## src/rtl/pc_seq_pkg.sv

```systemverilog
// Shared types and constants for the PC-source sequencer.
package pc_seq_pkg;

  typedef enum logic [2:0] {
    ST_FETCH,
    ST_DECODE,
    ST_REDIRECT,
    ST_EXEC,
    ST_EXC
  } pc_seq_state_e;

  localparam logic [2:0] PC_SRC_SEQ = 3'b010;
  localparam logic [2:0] PC_SRC_TGT = 3'b011;
  localparam logic [2:0] PC_SRC_EXC = 3'b000;

  localparam logic [1:0] CAUSE_NONE = 2'b00;
  localparam logic [1:0] CAUSE_ILL  = 2'b01;
  localparam logic [1:0] CAUSE_OVF  = 2'b10;

  typedef struct packed {
    logic       mem_read;
    logic       ir_write;
    logic       pc_write;
    logic [2:0] pc_source;
    logic       epc_write;
    logic       exec_start;
  } pc_seq_outs_t;

  // Moore output decode; tc is the FETCH terminal count, first marks EXEC entry.
  function automatic pc_seq_outs_t pc_seq_decode(input pc_seq_state_e st,
                                                 input logic tc,
                                                 input logic first);
    pc_seq_outs_t o;
    o = '0;
    o.pc_source = PC_SRC_SEQ;
    case (st)
      ST_FETCH: begin
        o.mem_read = 1'b1;
        o.ir_write = tc;
        o.pc_write = tc;
      end
      ST_REDIRECT: begin
        o.pc_write  = 1'b1;
        o.pc_source = PC_SRC_TGT;
      end
      ST_EXEC: o.exec_start = first;
      ST_EXC: begin
        o.pc_write  = 1'b1;
        o.pc_source = PC_SRC_EXC;
        o.epc_write = 1'b1;
      end
      default: ;
    endcase
    return o;
  endfunction

endpackage

```

## src/rtl/pc_seq_lat_cnt.sv

```systemverilog
// Instruction-fetch latency counter: counts 0..MEM_LAT-1 with terminal-count flags.
module pc_seq_lat_cnt #(
  parameter int MEM_LAT = 2
) (
  input  logic clk,
  input  logic reset,
  input  logic clr_i,
  input  logic en_i,
  output logic tc_o,
  output logic tc_nxt_o
);

  localparam logic [3:0] TC_VAL = 4'(MEM_LAT - 1);

  logic [3:0] cnt_q, cnt_d;

  always_comb begin
    cnt_d = cnt_q;
    if (clr_i)     cnt_d = 4'd0;
    else if (en_i) cnt_d = cnt_q + 4'd1;
  end

  always_ff @(posedge clk) begin
    if (reset) cnt_q <= 4'd0;
    else       cnt_q <= cnt_d;
  end

  assign tc_o = (cnt_q == TC_VAL);
  // Lets the owner register outputs that depend on next cycle's count.
  assign tc_nxt_o = reset ? (TC_VAL == 4'd0) : (cnt_d == TC_VAL);

endmodule

```

## src/rtl/pc_sequencer.sv

```systemverilog
// Fetch/decode/redirect/exception sequencer driving the PC-source mux.
// PC_SEQ_EPC_EN enables illegal-op/overflow exceptions, epc_write and cause.
//
// state    | meaning
// FETCH    | instruction read, PC+4 load on the last latency cycle
// DECODE   | sample decode inputs, pick the next step
// REDIRECT | load branch/jump target over PC+4
// EXEC     | hand off to main control, wait for exec_done
// EXC      | load exception vector, capture EPC
module pc_sequencer
  import pc_seq_pkg::*;
#(
  parameter int MEM_LAT = 2
) (
  input  logic       clk,
  input  logic       reset,
  input  logic       is_jump,
  input  logic       is_branch,
  input  logic       branch_cond,
  input  logic       illegal_op,
  input  logic       overflow,
  input  logic       exec_done,
  output logic       mem_read,
  output logic       ir_write,
  output logic       pc_write,
  output logic [2:0] pc_source,
  output logic       epc_write,
  output logic [1:0] cause,
  output logic       exec_start
);

  pc_seq_state_e state_q, state_d;
  pc_seq_outs_t  outs_q;
  logic          cnt_clr, cnt_en, tc, tc_nxt;
`ifdef PC_SEQ_EPC_EN
  logic [1:0]    cause_q, cause_d;
`endif

  pc_seq_lat_cnt #(.MEM_LAT(MEM_LAT)) u_lat_cnt (
    .clk      (clk),
    .reset    (reset),
    .clr_i    (cnt_clr),
    .en_i     (cnt_en),
    .tc_o     (tc),
    .tc_nxt_o (tc_nxt)
  );

  always_comb begin
    state_d = state_q;
    cnt_clr = 1'b1;
    cnt_en  = 1'b0;
`ifdef PC_SEQ_EPC_EN
    cause_d = cause_q;
`endif
    case (state_q)
      ST_FETCH: begin
        if (tc) begin
          state_d = ST_DECODE;
        end else begin
          cnt_clr = 1'b0;
          cnt_en  = 1'b1;
        end
      end
      ST_DECODE: begin
`ifdef PC_SEQ_EPC_EN
        if (illegal_op) begin
          state_d = ST_EXC;
          cause_d = CAUSE_ILL;
        end else
`endif
        if (is_jump || (is_branch && branch_cond)) state_d = ST_REDIRECT;
        else                                       state_d = ST_EXEC;
      end
      ST_REDIRECT: state_d = ST_EXEC;
      ST_EXEC: begin
        if (exec_done) begin
`ifdef PC_SEQ_EPC_EN
          if (overflow) begin
            state_d = ST_EXC;
            cause_d = CAUSE_OVF;
          end else
`endif
          state_d = ST_FETCH;
        end
      end
      ST_EXC:  state_d = ST_FETCH;
      default: state_d = ST_FETCH;
    endcase
  end

  // Outputs are registered from the next state so they line up with state_q.
  always_ff @(posedge clk) begin
    if (reset) begin
      state_q <= ST_FETCH;
      outs_q  <= pc_seq_decode(ST_FETCH, tc_nxt, 1'b0);
`ifdef PC_SEQ_EPC_EN
      cause_q <= CAUSE_NONE;
`endif
    end else begin
      state_q <= state_d;
      outs_q  <= pc_seq_decode(state_d, tc_nxt,
                               (state_d == ST_EXEC) && (state_q != ST_EXEC));
`ifdef PC_SEQ_EPC_EN
      cause_q <= cause_d;
`endif
    end
  end

  // Strobes are suppressed while reset is high so pending writes are dropped.
  assign mem_read   = outs_q.mem_read   & ~reset;
  assign ir_write   = outs_q.ir_write   & ~reset;
  assign pc_write   = outs_q.pc_write   & ~reset;
  assign exec_start = outs_q.exec_start & ~reset;
  assign pc_source  = reset ? PC_SRC_SEQ : outs_q.pc_source;

`ifdef PC_SEQ_EPC_EN
  assign epc_write = outs_q.epc_write & ~reset;
  assign cause     = cause_q;
`else
  logic unused_exc;
  assign unused_exc = ^{illegal_op, overflow, outs_q.epc_write};
  assign epc_write  = 1'b0;
  assign cause      = CAUSE_NONE;
`endif

endmodule

```

## config.mk

```make
export PLATFORM = sky130hd
export DESIGN_NAME = pc_sequencer
export DESIGN_NICKNAME = d
export VERILOG_FILES = /design/src/rtl/pc_seq_pkg.sv /design/src/rtl/pc_seq_lat_cnt.sv /design/src/rtl/pc_sequencer.sv
export SDC_FILE = /design/constraint.sdc
export NUM_CORES = 1
export LEC_CHECK = 0
export CORE_AREA = 4 4 41 43
export DETAILED_ROUTE_END_ITERATION = 8
export DIE_AREA = 0 0 45 47
export HOLD_SLACK_MARGIN = 0.03
export PLACE_DENSITY = 0.74
export RECOVER_POWER = 50
export SLEW_MARGIN = 5
export SYNTH_ARGS = -nofsm -noshare
export SYNTH_HDL_FRONTEND = slang
export SYNTH_SLANG_ARGS = --single-unit
```

## constraint.sdc

```tcl
create_clock -name clk -period 2.5 [get_ports clk]
set_input_delay 0.5 -clock clk [delete_from_list [all_inputs] [get_ports clk]]
set_output_delay 0.5 -clock clk [all_outputs]
set_load 0.03 [all_outputs]
```

==> flow_metrics.env <==
export IMPL_rsz0062_at_grt="false"
export IMPL_grt_first_pass_wirelength_um=1520
export IMPL_clkTransAtPathRegs_ps=80
export IMPL_synthesis_instances=60
export IMPL_synth_cell_types=26
export IMPL_max_freq_mhz=411
export IMPL_track_usage=0.106
export IMPL_cp_start_kind="primary input"
export IMPL_clkLatencyLatePin_ps=270
export IMPL_yosysTopAreaCell="dfxtp_1"
export IMPL_cts_buffer_depth=2
export IMPL_drt_initial_drc_count=3
export IMPL_drc=0
export IMPL_ys_ff_latch=13
export IMPL_post_cts_setup_buffers=0
export IMPL_avgRoutedWirePerCell_um=10.2
export IMPL_leakage_uw=0.000301
export IMPL_synth_yosys_warnings=0
export IMPL_cp_common_cell="clkdlybuf4s50_1"
export IMPL_setup_tns_ps=0
export IMPL_critPathArrivalTime_ps=1940
export IMPL_grt_pass1_vias=364
export IMPL_yosys_top_cells_count="dfxtp_1 (13), nor2_1 (6), nand3_1 (5), nor2b_1 (5), buf_4 (4)"
export IMPL_postCtsHoldBufs=0
export IMPL_num_io_pins=18
export IMPL_grt_max_degree=8
export IMPL_yosysMostFrequentCell="dfxtp_1"
export IMPL_ir_worst_vdd_mv=0.365
export IMPL_slowest_stage="clkdlybuf4s50_1"
export IMPL_antenna_found_initial=0
export IMPL_root_buffer="clkbuf_4"
export IMPL_dr_pass1_iters=2
export IMPL_dominantRegCellSynth="dfxtp_1"
export IMPL_place_congestion=0.731
export IMPL_finalCritPeriodShare=0.974
export IMPL_synth_top_area_share=0.463
export IMPL_wl_um=926
export IMPL_dpl_hpwl_um=675
export IMPL_hp_class="register to register"
export IMPL_finalSetupViolCount=0
export IMPL_h_tree_depth=1
export IMPL_fp_row_count=13
export IMPL_powerDensity_nw_per_um2=573
export IMPL_die_h_um=47
export IMPL_final_hold_violation_count=0
export IMPL_hold_ws_ps=517
export IMPL_numCtsBuffers=3
export IMPL_clock_sinks=13
export IMPL_fin_nets=87
export IMPL_worstSetupPathType="primary input to output port"
export IMPL_path_cells="clkdlybuf4s50_1, or2_2, clkdlybuf4s50_1"
export IMPL_cts_tree="built"
export IMPL_drive_above_1_share=0.0789
export IMPL_required_ps=2000
export IMPL_outcome="finished clean"
export IMPL_layout_min_cycle_time_ps=2440
export IMPL_cp_max_fo=7
export IMPL_grt_overflow=0
export IMPL_drv_cap=0
export IMPL_yosys_top_cells_area="dfxtp_1 (46%), nor2b_1 (5.6%), buf_4 (5.3%), ha_1 (4.5%), nand3_1 (4.5%)"
export IMPL_syn_cell_area_um2=562
export IMPL_avgSynthCellArea_um2=9.36
export IMPL_slew_viol_final=0
export IMPL_die_area_um2=2120
export IMPL_synth_edf_count=0
export IMPL_io_buffers=11
export IMPL_async_flop_share=0
export IMPL_route_detailed_vias_per_inst=4.68
export IMPL_critPathBufInv=2
export IMPL_clock_skew_ps=4.13
export IMPL_area_delta_synth_final_pct=26.3
export IMPL_ys_seq_area_frac=0.463
export IMPL_die_w_um=45
export IMPL_ant_nets=0
export IMPL_slowest_delay_ps=590
export IMPL_cts_resized=0
export IMPL_endpoint_kind="output port"
export IMPL_num_antenna_cells=0
export IMPL_coreArea_um2=1300
export IMPL_crit_family="buffers and inverters"
export IMPL_start_util=0.432
export IMPL_vias=426
==> worst reg2reg max path, delay by kind of cell, from the launching register on <==
family / cells / cell delay (ps)
flip-flops: 1 / 400
adder cells (fa/ha/maj): 1 / 180
buffers and inverters: 1 / 60
AND/OR/NAND/NOR: 1 / 280
AO/OA/AOI/OAI: 2 / 370
==> sequential cells by signal, indices dropped and copies added, names as in the netlist <==
| name | flops |
|---|---|
| state_q | 3 |
| outs_q | 6 |
| u_lat_cnt.cnt_q | 4 |
==> final cells by class <==
cell class	count	area (um^2)
fillers	129	592
multi-input cells	44	275
inverters	3	11.3
flip-flops and latches	13	260
repair buffers	12	118
clock buffers	4	26.3
well taps	15	18.8
==> routing by layer <==
metal	up-vias	track usage	wire length [um]
met5	-	0	0
met4	0	0.0526	14
met3	4	0.0575	83
met2	12	0.181	458
met1	185	0.104	369
li1	225	-	-
==> power breakdown <==
| part | total [uW] | switching, uW | internal, uW |
|---|---|---|---|
| clock network | 128 | 66.0 | 61.8 |
| registers | 220 | 5.17 | 215 |
| logic | 58.8 | 33.4 | 25.4 |
==> metrics by stage <==
step	power (uW)	worst slack [ps]	instances	cell area, um^2	utilization
after floorplan	266	1070	64	577	-
after global placement	283	56.9	87	683	0.525
after detailed placement	283	50.7	87	683	0.525
after CTS	414	44.7	91	709	0.545
after global routing	433	6.92	91	709	0.545
final	407	64.5	91	709	0.545
==> cell families (layout without fill, tap and decap cells) <==
group                      after synthesis  count (layout)  synth area share
and+or+nand+nor                         28              28             0.272
other                                    2               6            0.0134
muxes                                    1               1            0.0178
buffers and inverters                    7              19            0.0735
AOI/OAI and AO/OA                        5               5            0.0846
xor gates and xnor gates                 2               2            0.0312
adders and majority gates                2               2            0.0445
DFF                                     13              13             0.463
==> placed cells by master, fill, tap and decap left out, types with 2 or more instances in the layout <==
| cell type | n |
|---|---|
| clkbuf_4 | 4 |
| clkdlybuf4s50_1 | 11 |
| conb_1 | 6 |
| dfxtp_1 | 13 |
| ha_1 | 2 |
| inv_1 | 3 |
| nand2_1 | 2 |
| nand3_1 | 5 |
| nor2_1 | 6 |
| nor2b_1 | 5 |
| nor3_1 | 2 |
==> path summary, 6_finish.rpt <==
| check | start | endpoint | slack [ps] | depth (start not counted) |
|---|---|---|---|---|
| worst min-delay path | u_lat_cnt.cnt_q[0] | u_lat_cnt.cnt_q[0] | 520 | 1 |
| worst min register to register | u_lat_cnt.cnt_q[0] | u_lat_cnt.cnt_q[0] | 520 | 1 |
| worst max-delay path | reset | pc_source[1] | 60 | 3 |
| worst max register to register | u_lat_cnt.cnt_q[1] | outs_q[5] | 1120 | 5 |
Power figures use the tool's default switching activity.
